<file path="config.mk">
export PLATFORM = sky130hd
export DESIGN_NAME = scan_sequencer
export DESIGN_NICKNAME = d
export VERILOG_FILES = /design/src/rtl/scan_sequencer.sv
export SDC_FILE = /design/constraint.sdc
export NUM_CORES = 1
export LEC_CHECK = 0
export BUFFER_PORTS_ARGS = -buffer_cell sky130_fd_sc_hd__buf_2
export CAP_MARGIN = 30
export CORE_MARGIN = 8
export CORE_UTILIZATION = 40
export CTS_BUF_LIST = sky130_fd_sc_hd__clkbuf_2
export DETAILED_ROUTE_END_ITERATION = 10
export HOLD_SLACK_MARGIN = 0.03
export PLACE_DENSITY = 0.64
export SLEW_MARGIN = 20
export SYNTH_ARGS = -nofsm -noshare
export SYNTH_HDL_FRONTEND = slang
export SYNTH_SLANG_ARGS = --single-unit
</file>
<file path="constraint.sdc">
create_clock -name clk -period 2.12 [get_ports clk]
set_clock_uncertainty 0.2 [all_clocks]
set_input_delay 0.424 -clock clk [delete_from_list [all_inputs] [get_ports clk]]
set_output_delay 0.424 -clock clk [all_outputs]
set_load 0.005 [all_outputs]
</file>
<file path="src/rtl/scan_sequencer.sv">
// Scan sequencer: walks a 3-bit decoder select through 0..7, one step every DIV clocks,
// with hold/single-step control. Define SCAN_BOUNCE_EN for ping-pong scanning instead of modulo-8.
module scan_sequencer #(
  parameter int DIV = 4
) (
  input  logic       clk,
  input  logic       rst_n,
  input  logic       start,
  input  logic       stop,
  input  logic       hold,
  input  logic       step,
  input  logic       dir,
  output logic [2:0] sel,
  output logic       sel_en,
  output logic       wrap
);

  localparam int PW = (DIV > 1) ? $clog2(DIV) : 1;
  localparam logic [PW-1:0] PRESC_LAST = PW'(DIV - 1);

  typedef enum logic [1:0] {
    IDLE = 2'd0,
    RUN  = 2'd1,
    HOLD = 2'd2
  } state_t;

  state_t        state;
  logic [PW-1:0] presc;
  logic [2:0]    next_sel;
  logic          next_wrap;
  logic          tick;

  assign tick = (presc == PRESC_LAST);

`ifdef SCAN_BOUNCE_EN
  logic dir_q;
  logic eff_dir;

  // The ends force the direction, so sel can never jump between 7 and 0.
  always_comb begin
    eff_dir = dir_q;
    if (sel == 3'd7) eff_dir = 1'b1;
    else if (sel == 3'd0) eff_dir = 1'b0;
    next_sel  = eff_dir ? sel - 3'd1 : sel + 3'd1;
    next_wrap = (next_sel == 3'd7) || (next_sel == 3'd0);
  end
`else
  always_comb begin
    next_sel  = dir ? sel - 3'd1 : sel + 3'd1;
    next_wrap = dir ? (sel == 3'd0) : (sel == 3'd7);
  end
`endif

  // NOTE: state is updated with non-blocking assignments only, so every branch
  // below reads the pre-edge values of sel/presc regardless of statement order.
  always_ff @(posedge clk) begin
    if (!rst_n || stop) begin
      state  <= IDLE;
      sel    <= 3'd0;
      sel_en <= 1'b0;
      wrap   <= 1'b0;
      presc  <= '0;
`ifdef SCAN_BOUNCE_EN
      dir_q  <= 1'b0;
`endif
    end else begin
      wrap <= 1'b0;
      unique case (state)
        IDLE: begin
          if (start) begin
            state  <= RUN;
            sel_en <= 1'b1;
            presc  <= '0;
`ifdef SCAN_BOUNCE_EN
            dir_q  <= dir;
`endif
          end
        end
        RUN: begin
          if (tick) begin
            presc <= '0;
            sel   <= next_sel;
            wrap  <= next_wrap;
`ifdef SCAN_BOUNCE_EN
            dir_q <= eff_dir;
`endif
          end else begin
            presc <= presc + PW'(1);
          end
          if (hold) state <= HOLD;
        end
        HOLD: begin
          if (step) begin
            sel   <= next_sel;
            wrap  <= next_wrap;
`ifdef SCAN_BOUNCE_EN
            dir_q <= eff_dir;
`endif
          end
          // Re-entering RUN restarts the prescaler so the next advance is a full DIV away.
          if (!hold) begin
            state <= RUN;
            presc <= '0;
          end
        end
        default: begin
          state  <= IDLE;
          sel    <= 3'd0;
          sel_en <= 1'b0;
          presc  <= '0;
        end
      endcase
    end
  end

endmodule
</file>
==> summary.txt <==
Route
  • First drt pass iteration count: 1
  • DRC Markers: 0
  • Routed WL: 1100 µm
  • Wirelength per Cell: 11.8 µm
  • Iteration-0 DRC Markers: 0
  • Vias: 478
  • Post-route antenna net violation count: 0
  • Vias per inst: 5.14

Min path
  • Class of the worst hold path: in2reg

Clock network
  • Post-CTS Setup Inserts: 0
  • Clk buf depth: 2
  • CTS Root Cell: clkbuf_2
  • Clk_lat worst skew: 250 ps
  • Post-CTS sizing: 0
  • H-Tree Level Count: 1
  • Reg clk slew, reported paths: 100 ps
  • Num CTS Buffers: 3
  • Clk sinks: 9
  • Post-CTS Hold Buffers: 0
  • CTS tree: done

Timing
  • Worst rel slew slack: 74.3%
  • Final Setup Violations: 0
  • RSZ-0062 raised after global routing: no
  • Setup ws final: 363 ps
  • Fin Hold WS: 258 ps
  • Fin. max-slew vios: 0
  • Setup TNS: 0 ps
  • Least-Margin Pin Slew: 386 ps
  • Fin. Hold Viols: 0
  • FMAX: 569 MHz
  • Final worst path period share: 82.9%
  • Min Tclk post-route: 1760 ps

Final layout
  • Layout area overhead: 13.5%
  • Diodes inserted: 0
  • Layout cell share with drive strength beyond 1: 28.2%
  • Fillers: 142
  • Area of the multi-input gates: 340 µm²
  • Fin nets: 92
  • Register Area: 180 µm²

Place
  • DP Worst Slack: 213 ps
  • IO Port Bufs: 11
  • GP Congestion: 0.686
  • Dpl hpwl: 903 µm

GRT
  • Antenna violations before repair: 0
  • Global-route usage over all layers: 8.49%
  • Vias in the first global route: 456
  • Largest net degree at the start of global routing: 11
  • First-pass GRT wire length: 1760 µm
  • Remaining Overflow, GRT: 0

Floorplanning
  • IO Pins: 12
  • Initial Util: 43.6%
  • Core ar.: 1320 µm²
  • DIE AREA: 2900 µm²
  • Die Span X: 53.9 µm
  • Rows: 13
  • Die H: 53.9 µm

Critical path
  • Reg2reg path depth: 6
  • CP startpoint: sel[0]
  • FF-to-FF setup slack: 360 ps
  • CP Max Fanout: 5
  • Termination of the worst setup path: sel[2]
  • Worst Path Arrival: 1740 ps
  • Critical path launch point type: flip-flop
  • RR Endpoint: sel[2]
  • WS Path Type: reg2reg
  • CP Data Required Time: 2100 ps
  • Reg2reg start: sel[0]
  • Setup crit end kind: flip-flop

Synth
  • Top-count cell post-synth: nor2_1
  • Post-synth EDFFs: 0
  • Yosys top cell area share: 31.4%
  • Mean area per synthesized cell: 8.84 µm²
  • Sequential cell area fraction in the yosys report: 31.4%
  • Distinct cells, synth: 26
  • Post-synth top cells: nor2_1 (11), dfxtp_1 (9), inv_1 (8)
  • FF+latch count, synth: 9
  • Mapped Nets: 78
  • Ys flop type: dfxtp_1
  • Synth Cell Area: 574 µm²
  • Synth top area cells: dfxtp_1 (31%), ha_1 (11%), nor2_1 (7.2%)
  • Post-synth top area cell: dfxtp_1
  • YS warnings: 0
  • Async set-reset flop share out of synthesis: 0%
  • Cells after Synth: 65

Power
  • Flop pwr share: 49.7%
  • Total Power: 354 µW
  • Clock power share: 32.2%
  • Comb pwr share: 18.1%
  • Int Pwr: 250 µW
  • Net Sw Frac: 29.2%
  • Worst IR Drop VDD: 0.263 mV
  • Leak: 0.275 nW
  • P_sw: 103 µW
  • PwrDens: 543 nW/µm²

Job
  • Max Cap Violations: 0

Outcome
  • Status: finished, final reports clean
[critical path: stages (launching register included)]
cell	delay, ps
dfxtp_1	410
inv_1	100
fa_1	410
xor2_1	170
nand2_1	70
a211oi_1	210
o21bai_1	130
[cell type report]
type,count,area share [%]
clock buffer,4,3.07
inverter,10,5.76
timing repair buffer,11,8.45
multi-input combinational,44,52.2
sequential,9,27.6
tap,15,2.88
[routing by layer]
metal	wire, µm	global-route usage (%)	share of wire [%]	vias to the layer above
met5	0	0	0	-
met4	27	7.56	2.5	0
met3	28	2.48	2.5	4
met2	544	13.3	49	9
met1	501	9.06	46	220
li1	-	-	-	245
[logic make-up (layout without fill, tap and decap cells)]
| logic type | Yosys count | after routing | synth area share (%) |
|---|---|---|---|
| XOR/XNOR | 1 | 1 | 1.53 |
| multiplexers | 4 | 4 | 6.97 |
| adder cells (fa/ha/maj) | 6 | 6 | 14.4 |
| flip-flops | 9 | 9 | 31.4 |
| AND/OR/NAND/NOR | 23 | 23 | 19.6 |
| AO/OA/AOI/OAI | 10 | 10 | 16.8 |
| buffers and inverters | 12 | 25 | 9.37 |
[worst min path at each step]
stage | start | end | slack, ps | depth (start not counted)
6_report | hold | state[1] | 260 | 3
3_5_place_dp | sel_en | sel_en | 300 | 2
5_1_grt | hold | state[1] | 260 | 3
4_1_cts | hold | state[1] | 240 | 3
2_1_floorplan | presc[0] | presc[0] | 290 | 2
3_3_place_gp | sel_en | sel_en | 300 | 2
[cells in the final DEF, fill, tap and decap left out, drive strengths merged]
cell type	netlist	layout
nand2b	3	3
a211oi	1	1
and2	1	1
nand3	1	1
nand2	3	3
mux2i	4	4
a31oi	3	3
a21oi	1	1
xor2	1	1
a21boi	1	1
a2111oi	1	1
nand4	2	2
o21bai	1	1
buf	2	11
nor3	2	2
inv	10	10
a221oi	2	2
nor2	11	11
dfxtp	9	9
clkbuf	0	4
ha	5	5
fa	1	1
[power groups by stage]
| stage | Clock (mW) | Sequential (mW) | Combinational, mW |
|---|---|---|---|
| detailed placement | 0 | 0.180 | 0.0646 |
| floorplan | 0 | 0.179 | 0.0517 |
| global route | 0.129 | 0.176 | 0.0719 |
| CTS | 0.120 | 0.176 | 0.0650 |
| global placement | 0 | 0.179 | 0.0635 |
| finish | 0.114 | 0.176 | 0.0640 |
[registers in the layout (all words and copies together), names as in the netlist]
register	flops
sel	3
presc	2
state	2
sel_en	1
wrap	1
[stage by stage]
stage,utilization (%),std cells,area [µm²]
after global routing,49.5,93,652
after global placement,48.0,89,632
final,49.5,93,652
after CTS,49.5,93,652
after floorplan,-,65,574
after detailed placement,48.0,89,632
No activity file was read; power rests on OpenSTA's default activity.
